<file path="src/rtl/dac_playback_ctrl.sv">
// Waveform playback sequencer: streams sample RAM words to the DAC transfer stage,
// hiding RAM read latency behind a small credit-limited FIFO.
module dac_playback_ctrl #(
  parameter int DWIDTH = 128,
  parameter int AWIDTH = 12,
  parameter int RD_LAT = 2,
  parameter int LOOP_W = 16
) (
  input  logic              aclk,
  input  logic              aresetn,
  input  logic              start,
  input  logic              stop,
  input  logic [AWIDTH-1:0] cfg_len,
  input  logic [LOOP_W-1:0] cfg_loops,
  output logic              mem_en,
  output logic [AWIDTH-1:0] mem_addr,
  input  logic [DWIDTH-1:0] mem_rdata,
  output logic [DWIDTH-1:0] m_axis_tdata,
  output logic              m_axis_tvalid,
  input  logic              m_axis_tready,
  output logic              m_axis_tlast,
  output logic              busy,
  output logic              done,
  output logic [15:0]       underrun_cnt
);

  localparam int DEPTH = RD_LAT + 2;
  localparam int PW    = $clog2(DEPTH);
  localparam int CW    = $clog2(DEPTH + 1);
  localparam logic [CW:0] ROOM = (CW+1)'(DEPTH);

  typedef enum logic [1:0] {IDLE, RUN, FINISH, FLUSH} state_t;

  state_t              state, state_nxt;
  logic [AWIDTH-1:0]   len_q;
  logic [LOOP_W-1:0]   passes_left;
  logic                infinite;
  logic [RD_LAT-1:0]   rd_vld, rd_last;
  logic [CW-1:0]       fifo_count, inflight;
  logic [PW-1:0]       wr_ptr, rd_ptr;
  logic [DWIDTH-1:0]   fifo_data [DEPTH];
  logic [DEPTH-1:0]    fifo_last;
  logic                seen_beat;
  logic                accept, flush_now, wrap, final_rd, land, push, pop;

  function automatic logic [PW-1:0] ptr_inc(input logic [PW-1:0] p);
    return (p == PW'(DEPTH - 1)) ? '0 : p + 1'b1;
  endfunction

  assign accept    = (state == IDLE) && start && !stop && (cfg_len != '0);
  assign flush_now = stop && ((state == RUN) || (state == FINISH));
  // Credits count every word already requested but not yet popped, so the FIFO can never overflow.
  assign mem_en    = (state == RUN) && !stop &&
                     (({1'b0, fifo_count} + {1'b0, inflight}) < ROOM);
  assign wrap      = (mem_addr == len_q - 1'b1);
  assign final_rd  = mem_en && wrap && !infinite && (passes_left == LOOP_W'(1));
  assign land      = rd_vld[RD_LAT-1];
  assign push      = land && (state != FLUSH) && !flush_now;

  assign m_axis_tvalid = (fifo_count != '0);
  assign m_axis_tdata  = fifo_data[rd_ptr];
  assign m_axis_tlast  = fifo_last[rd_ptr];
  assign pop           = m_axis_tvalid && m_axis_tready;
  assign busy          = (state != IDLE);
  assign done          = (state == FINISH) && !stop && (fifo_count == '0) && (inflight == '0);

  // NOTE: clocked state uses non-blocking assignments so every register samples pre-edge values.
  always_ff @(posedge aclk or negedge aresetn) begin
    if (!aresetn) state <= IDLE;
    else          state <= state_nxt;
  end

  // NOTE: next state is defaulted first so no path through the case infers a latch.
  always_comb begin
    state_nxt = state;
    unique case (state)
      IDLE:    if (accept) state_nxt = RUN;
      RUN:     if (stop) state_nxt = FLUSH;
               else if (final_rd) state_nxt = FINISH;
      FINISH:  if (stop) state_nxt = FLUSH;
               else if ((fifo_count == '0) && (inflight == '0)) state_nxt = IDLE;
      FLUSH:   if (inflight == '0) state_nxt = IDLE;
      default: state_nxt = IDLE;
    endcase
  end

  always_ff @(posedge aclk or negedge aresetn) begin
    if (!aresetn) begin
      len_q       <= '0;
      passes_left <= '0;
      infinite    <= 1'b0;
      mem_addr    <= '0;
    end else if (accept) begin
      len_q       <= cfg_len;
      passes_left <= cfg_loops;
      infinite    <= (cfg_loops == '0);
      mem_addr    <= '0;
    end else if (mem_en) begin
      if (wrap) begin
        mem_addr <= '0;
        if (!infinite) passes_left <= passes_left - 1'b1;
      end else begin
        mem_addr <= mem_addr + 1'b1;
      end
    end
  end

  // Read-latency shadow: one valid/tlast tag per outstanding RAM read.
  always_ff @(posedge aclk or negedge aresetn) begin
    if (!aresetn) begin
      rd_vld   <= '0;
      rd_last  <= '0;
      inflight <= '0;
    end else begin
      rd_vld  <= RD_LAT'({rd_vld, mem_en});
      rd_last <= RD_LAT'({rd_last, wrap});
      case ({mem_en, land})
        2'b10:   inflight <= inflight + 1'b1;
        2'b01:   inflight <= inflight - 1'b1;
        default: inflight <= inflight;
      endcase
    end
  end

  // NOTE: the FIFO storage is reset because it is only a few words deep and tdata must read 0 out of reset.
  always_ff @(posedge aclk or negedge aresetn) begin
    if (!aresetn) begin
      for (int i = 0; i < DEPTH; i++) fifo_data[i] <= '0;
      fifo_last  <= '0;
      wr_ptr     <= '0;
      rd_ptr     <= '0;
      fifo_count <= '0;
    end else if (flush_now) begin
      wr_ptr     <= '0;
      rd_ptr     <= '0;
      fifo_count <= '0;
    end else begin
      if (push) begin
        fifo_data[wr_ptr] <= mem_rdata;
        fifo_last[wr_ptr] <= rd_last[RD_LAT-1];
        wr_ptr            <= ptr_inc(wr_ptr);
      end
      if (pop) rd_ptr <= ptr_inc(rd_ptr);
      case ({push, pop})
        2'b10:   fifo_count <= fifo_count + 1'b1;
        2'b01:   fifo_count <= fifo_count - 1'b1;
        default: fifo_count <= fifo_count;
      endcase
    end
  end

  // Underruns only count once the DAC has seen real data in this run.
  always_ff @(posedge aclk or negedge aresetn) begin
    if (!aresetn) begin
      seen_beat    <= 1'b0;
      underrun_cnt <= '0;
    end else if (accept) begin
      seen_beat    <= 1'b0;
      underrun_cnt <= '0;
    end else begin
      if (pop) seen_beat <= 1'b1;
      if ((state == RUN) && seen_beat && m_axis_tready && !m_axis_tvalid &&
          (underrun_cnt != 16'hFFFF))
        underrun_cnt <= underrun_cnt + 1'b1;
    end
  end

endmodule
</file>
<file path="config.mk">
export PLATFORM = sky130hd
export DESIGN_NAME = dac_playback_ctrl
export DESIGN_NICKNAME = d
export VERILOG_FILES = /design/src/rtl/dac_playback_ctrl.sv
export SDC_FILE = /design/constraint.sdc
export NUM_CORES = 1
export LEC_CHECK = 0
export BUFFER_PORTS_ARGS = -buffer_cell sky130_fd_sc_hd__buf_2
export CORE_UTILIZATION = 50
export CTS_CLUSTER_DIAMETER = 150
export DETAILED_ROUTE_END_ITERATION = 7
export PLACE_DENSITY = 0.66
export SLEW_MARGIN = 20
export SYNTH_ARGS = -nofsm -noshare
export SYNTH_HDL_FRONTEND = slang
export SYNTH_SLANG_ARGS = --single-unit
</file>
<file path="constraint.sdc">
create_clock -name aclk -period 3.2 [get_ports aclk]
set_clock_uncertainty 0.15 [all_clocks]
set_input_delay 0.64 -clock aclk [delete_from_list [all_inputs] [get_ports aclk]]
set_output_delay 0.64 -clock aclk [all_outputs]
set_load 0.01 [all_outputs]
</file>
==> run_results.csv, run 1 <==
group,metric,value,unit
grt,track_usage,22.8,%
min_path,hold_start,"cfg_len[6]",
floorplanning,die_area,53900,µm²
cells_and_area,stdcell_area,31700,µm²
timing,setup_viol,0,
logic_synthesis,synth_flop_cell,"dfrtp_1",
grt,grt_max_degree,82,
worst_setup_path,worstPathRequired,3550,ps
worst_setup_path,endpoint_kind,"flop",
cts,cts_made_buffers,66,
logic_synthesis,synthTopCellsByArea,"dfrtp_1 56%, mux2_2 22%, mux4_2 11%",
worst_setup_path,start_kind,"flop",
power,seq_power_share,38.4,%
cts,cts-root-buf,"clkbuf_16",
worst_setup_path,slowest_delay,540,ps
timing,layout_min_cycle_time,3040,ps
logic_synthesis,synth_edf_count,0,
logic_synthesis,syn_nets,1930,
placed_design,place_area,29300,µm²
worst_setup_path,crit_chain,"or4_4 -> or3_4 -> a32oi_2 -> nand4_4 -> buf_4 -> nor4_2 -> nand3_1 -> a31oi_1",
floorplanning,die_w,232,µm
cts,cts_tree,"yes",
cells_and_area,fin_nets,2282,
logic_synthesis,yosys.cell_types.count,60,
grt,grt_pass1_wl,96.0,mm
timing,maxSlewViolCount,0,
power,peakVddDrop,0.441,mV
worst_setup_path,path_max_fanout,11,
timing,period_share,95.0,%
cts,cts_max_level,3,
routing,drt-initial-drc-count,735,
routing,drc,0,
placed_design,gp_congestion,0.816,
placed_design,dp.cells,2704,
worst_setup_path,arrival,3390,ps
power,p_int,20000,µW
timing,holdWs,119,ps
logic_synthesis,synth.top_cell.area_share,55.8,%
cells_and_area,fin_util,61.1,%
power,clock_power_share,26.2,%
cells_and_area,multiInputGateArea,11300,µm²
status,status,"finished, final reports clean",
worst_setup_path,criticalPathCategory,"reg -> reg",
cells_and_area,finalNonFillerCells,2832,
power,pwr-share-comb,35.4,%
worst_setup_path,crit_path_start,"len_q[4]$_DFFE_PN0P_",
cells_and_area,final_cell_mix,"588 x dfrtp_1, 517 x mux2_2, 320 x buf_2",
logic_synthesis,synth_seq_cells,590,
worst_setup_path,cp_slowest_cell,"or4_4",
power,switching_share,31.0,%
power,p_leak,0.0153,µW
timing,fmax,0.329,GHz
routing,wl_per_cell,21.1,µm
cells_and_area,layout-drive-gt1-share,54.2,%
timing,max-slew-margin-rel,45.7,%
logic_synthesis,avgSynthCellArea,15.1,µm²
placed_design,dp_hpwl,38.7,mm
cts,clkTransAtPathRegs,60,ps
floorplanning,core,51800,µm²
timing,worst_pin_slew,814,ps
worst_setup_path,r2r-start,"len_q[4]$_DFFE_PN0P_",
cts,cts.sinks,590,
cells_and_area,area_growth_syn_to_layout,19.5,%
routing,ant_nets,0,
placed_design,io_buffers,321,
timing,hold_violations,0,
cells_and_area,fill_cells,4018,
cts,clock_latency,580,ps
floorplanning,die_height,232,µm
routing,dr.pass1.iters,4,
worst_setup_path,reg2reg_slack,160,ps
logic_synthesis,ys_warn_count,0,
cts,clockBufferDepth,3,
cells_and_area,regArea,14800,µm²
min_path,hold_path.class,"in -> reg",
floorplanning,start_util,51.1,%
grt,overflow,0,
cells_and_area,final_common_cell,"dfrtp_1",
timing,final.setup.tns,0,ps
grt,antenna_found_initial,11,
routing,drt-total-wl,59.7,mm
routing,via_per_inst,5.67,
logic_synthesis,ys_seq_area_share,55.8,%
routing,vias,16100,
floorplanning,num_rows,83,
logic_synthesis,yosys.area.top_type,"dfrtp_1",
logic_synthesis,syn_inst,1749,
power,p_switching,8980,µW
job,drv_cap,0,
power,power_density,916,nW/µm²
grt,grt_pass1_vias,17400,
timing,rsz0062_at_grt,"false",
logic_synthesis,synth_area,26500,µm²
floorplanning,top_level_ports,322,
logic_synthesis,async_flop_share,100,%
-- area by class of cell --
type | instances | area share, %
Tap cell | 680 | 2.69
Timing Repair Buffer | 391 | 7.76
Inverter | 26 | 0.308
Multi-Input combinational cell | 1026 | 35.6
Clock inverter | 10 | 0.352
Antenna cell | 4 | 0.0316
Sequential cell | 590 | 46.7
Clock buffer | 105 | 6.61
-- per-stage QoR --
| stage | setup WS [ps] | total power, µW |
|---|---|---|
| after floorplan | 278 | 17700 |
| after global placement | 153 | 21100 |
| after detailed placement | 80.3 | 21500 |
| after CTS | 10.6 | 29300 |
| after global routing | 3.49 | 30600 |
| final | 160 | 29000 |
-- worst paths after layout --
| check | end | depth (start not counted) |
|---|---|---|
| max | passes_left[15]$_DFFE_PN0P_ | 8 |
| min in group asynchronous | fifo_data[144]$_DFFE_PN0P_ | 2 |
| max reg2reg | passes_left[15]$_DFFE_PN0P_ | 8 |
| max in group asynchronous | fifo_data[467]$_DFFE_PN0P_ | 3 |
| min | len_q[6]$_DFFE_PN0P_ | 3 |
| min reg2reg | rd_vld[1]$_DFF_PN0_ | 0 |
-- cells in the mapped netlist, types with 6 or more instances --
cell type and count:
dfrtp_1 590, mux2_2 517, mux4_2 129, clkbuf_1 83, nand2_1 69, nor2_1 36
inv_1 26, xnor2_1 26, a21oi_1 24, buf_1 19, o21ai_0 19, ha_1 18
nand3_1 17, nor4_1 15, xor2_1 15, or3_1 14, nand4_1 13, nor3_1 13
a31oi_1 8, and3_1 8, a211oi_1 6, mux2i_1 6, o21ai_1 6, or4_1 6
-- power by group through the flow --
stage          combinational, µW  sequential, µW  clock, µW
6_report                   10300           11100       7590
4_1_cts                    10400           11100       7780
2_1_floorplan               6980           10700          0
5_1_grt                    11100           11400       8080
3_5_place_dp               10200           11300          0
3_3_place_gp               10000           11100          0
-- worst max-delay path: cells and delay by family, from the launching register on --
| family | cells | cell delay [ps] |
|---|---|---|
| compound gates | 2 | 450 |
| buf+inv | 1 | 260 |
| flops | 1 | 420 |
| simple gates | 5 | 1680 |
-- kinds of logic after synthesis --
family / count (synthesis) / share of synthesized area [%]
compound gates: 87 / 2.11
xor+xnor: 41 / 1.36
fa+ha+maj: 20 / 1.00
buf+inv: 133 / 1.96
flops: 590 / 55.8
mux: 652 / 33.2
simple gates: 226 / 4.63
-- state kept, by name, indices dropped and copies added, names as in the netlist --
signal and flops:
wr_ptr 2, passes_left 16, rd_last 2, seen_beat 1, state 2, rd_ptr 2, inflight 3, rd_vld 2
fifo_count 3, underrun_cnt 16, mem_addr 12, fifo_data 512, fifo_last 4, len_q 12, infinite 1
-- timing repair --
| action | 4_1_cts | 5_1_grt |
|---|---|---|
| resized for setup | 0 | 4 |
| buffers inserted | 5 | 3 |
| setup endpoints to repair | 23 | 17 |
| pin swaps | 0 | 3 |
| hold buffers | 1 | 0 |
| endpoints found under the hold margin | 68 | 0 |
-- layer usage --
| metal | global-route usage, % | vias to the layer above | routed length, µm |
|---|---|---|---|
| met3 | 5.69 | 102 | 3100 |
| li1 | - | 7199 | - |
| met4 | 6.76 | 16 | 1390 |
| met2 | 37.8 | 306 | 29800 |
| met1 | 29.6 | 8448 | 25300 |
| met5 | 0 | - | 111 |
(Power assumes the default switching activity.)
==> run 2: changes to the inputs <==
--- a/config.mk
+++ b/config.mk
@@ -10,6 +10,7 @@
 export CTS_CLUSTER_DIAMETER = 150
 export DETAILED_ROUTE_END_ITERATION = 7
 export PLACE_DENSITY = 0.66
+export REMOVE_ABC_BUFFERS = 1
 export SLEW_MARGIN = 20
 export SYNTH_ARGS = -nofsm -noshare
 export SYNTH_HDL_FRONTEND = slang
==> run 2 against run 1 <==
  * Cell count is essentially flat
  * Sequential share of layout area grew 0.072 points
  * Combinational power about the same
  * Final area down 0.15%
  * Hold slack lost 28 ps
  * Flip-flop and latch count unchanged
  * Global-route usage increased by 0.20 points
  * Largest cell class unchanged
==> run_results.csv, run 2 (synthesis gave the netlist of run 1 again) <==
group,metric,value,unit
cells_and_area,layout-drive-gt1-share,54.3,%
placed_design,io_buffers,321,
timing,max-slew-margin-rel,62.2,%
floorplanning,top_level_ports,322,
grt,antenna_found_initial,8,
cells_and_area,regArea,14800,µm²
routing,drt-total-wl,60.1,mm
cells_and_area,fin_nets,2277,
worst_setup_path,cp_slowest_cell,"dfrtp_4",
cells_and_area,area_growth_syn_to_layout,19.4,%
cells_and_area,fill_cells,3982,
cts,cts_made_buffers,61,
cells_and_area,fin_util,61.0,%
placed_design,dp_hpwl,40.0,mm
power,p_leak,0.0153,µW
power,peakVddDrop,0.540,mV
grt,overflow,0,
cells_and_area,reg_top3,"fifo_data: 512 flops, passes_left: 16 flops, underrun_cnt: 16 flops",
cts,cts-root-buf,"clkbuf_16",
floorplanning,die_area,53900,µm²
floorplanning,num_rows,83,
timing,layout_min_cycle_time,3050,ps
worst_setup_path,crit_chain,"buf_4 -> mux4_2 -> buf_2",
timing,worst_pin_slew,567,ps
cells_and_area,final_cell_mix,"588 x dfrtp_1, 517 x mux2_2, 320 x buf_2",
routing,vias,16100,
grt,grt_pass1_wl,96.6,mm
cts,cts_tree,"yes",
cts,clockBufferDepth,3,
floorplanning,start_util,51.1,%
floorplanning,die_height,232,µm
worst_setup_path,worstPathRequired,2410,ps
cells_and_area,final_common_cell,"dfrtp_1",
cells_and_area,multiInputGateArea,11200,µm²
timing,rsz0062_at_grt,"false",
cts,clkTransAtPathRegs,60,ps
grt,track_usage,23.0,%
status,status,"finished, final reports clean",
cells_and_area,top_register,"fifo_data",
placed_design,gp_congestion,0.878,
timing,period_share,95.4,%
worst_setup_path,path_max_fanout,26,
worst_setup_path,start_kind,"flop",
cts,cts.sinks,590,
cts,cts_max_level,2,
timing,setup_viol,0,
floorplanning,die_w,232,µm
routing,drt-initial-drc-count,684,
grt,grt_max_degree,96,
power,power_density,902,nW/µm²
routing,dr.pass1.iters,6,
timing,hold_violations,0,
power,total_power,28500,µW
floorplanning,core,51800,µm²
timing,fmax,0.328,GHz
cts,clock_latency,620,ps
routing,via_per_inst,5.67,
routing,ant_nets,0,
min_path,hold_path.class,"in -> reg",
timing,maxSlewViolCount,0,
cells_and_area,largest_reg_flops,512,
worst_setup_path,arrival,2260,ps
grt,grt_pass1_vias,17100,
job,drv_cap,0,
worst_setup_path,slowest_delay,770,ps
routing,wl_per_cell,21.2,µm
worst_setup_path,endpoint_kind,"primary output",
routing,drc,0,
worst_setup_path,criticalPathCategory,"reg -> out",
==> run 2: cell types whose count changed in the layout (fill, tap and decap cells not counted), moves of 2 or more <==
cell       change
buf_12         +9
buf_4          -9
clkbuf_16      -7
clkbuf_8       -5
clkinv_2      +10
inv_6          -2
==> run 2: worst max-delay path: cells and delay by family, from the launching register on <==
family | cells | cell delay (ps)
buf+inv | 2 | 520
mux | 1 | 330
flops | 1 | 770
==> run 2: report_power, final <==
| part | internal [µW] | leakage [µW] | switching, µW |
|---|---|---|---|
| clock network | 4210 | 0.00103 | 2900 |
| registers | 9810 | 0.00778 | 1350 |
| logic | 5560 | 0.00649 | 4670 |
| total | 19600 | 0.0153 | 8920 |
==> run 2: timing repair <==
action | CTS | global route
gates resized for setup | 0 | 4
endpoints found under the setup margin | 65 | 13
endpoints found under the hold margin | 45 | 0
hold buffers | 1 | 0
pin swaps | 1 | 2
setup buffers | 7 | 1
==> run 2: area by class of cell <==
class	instances	share of cell area, %
timing repair buffer	391	8.13
multi-input combinational	1026	35.6
sequential	590	46.7
clock inverter	22	0.653
clock buffer	93	5.85
antenna	3	0.0238
inverter	26	0.309
tap	680	2.69
==> run 2: layer usage <==
| layer | wire length (µm) | vias up | track usage (%) |
|---|---|---|---|
| li1 | - | 7199 | - |
| met1 | 26300 | 8451 | 31.5 |
| met2 | 29900 | 325 | 37.8 |
| met3 | 2870 | 79 | 4.56 |
| met4 | 1040 | 10 | 5.55 |
| met5 | 69 | - | 0 |
==> run 2: path summary, 6_finish.rpt <==
path / from / endpoint / slack, ps / depth (start not counted)
min reg2reg: rd_vld[0]$_DFF_PN0_ / rd_vld[1]$_DFF_PN0_ / 200 / 0
min in group asynchronous: aresetn / fifo_data[511]$_DFFE_PN0P_ / 410 / 2
max reg2reg: len_q[2]$_DFFE_PN0P_ / mem_addr[6]$_DFFE_PN0P_ / 190 / 8
max: rd_ptr[1]$_DFFE_PN0P_ / m_axis_tdata[30] / 150 / 3
max in group asynchronous: aresetn / passes_left[1]$_DFFE_PN0P_ / 1520 / 3
min: cfg_len[8] / len_q[8]$_DFFE_PN0P_ / 90 / 3
==> run 2: metrics by stage <==
stage	hold WS, ps	setup slack [ps]	cells	setup TNS, ps	area [µm²]
after floorplan	181	-3290	1642	-1147340	26100
after global placement	184	192	2704	0	29400
after detailed placement	186	160	2704	0	29400
after CTS	57.3	87.8	2827	0	31600
after global routing	78.7	2.48	2830	0	31600
final	91.6	147	2831	0	31600
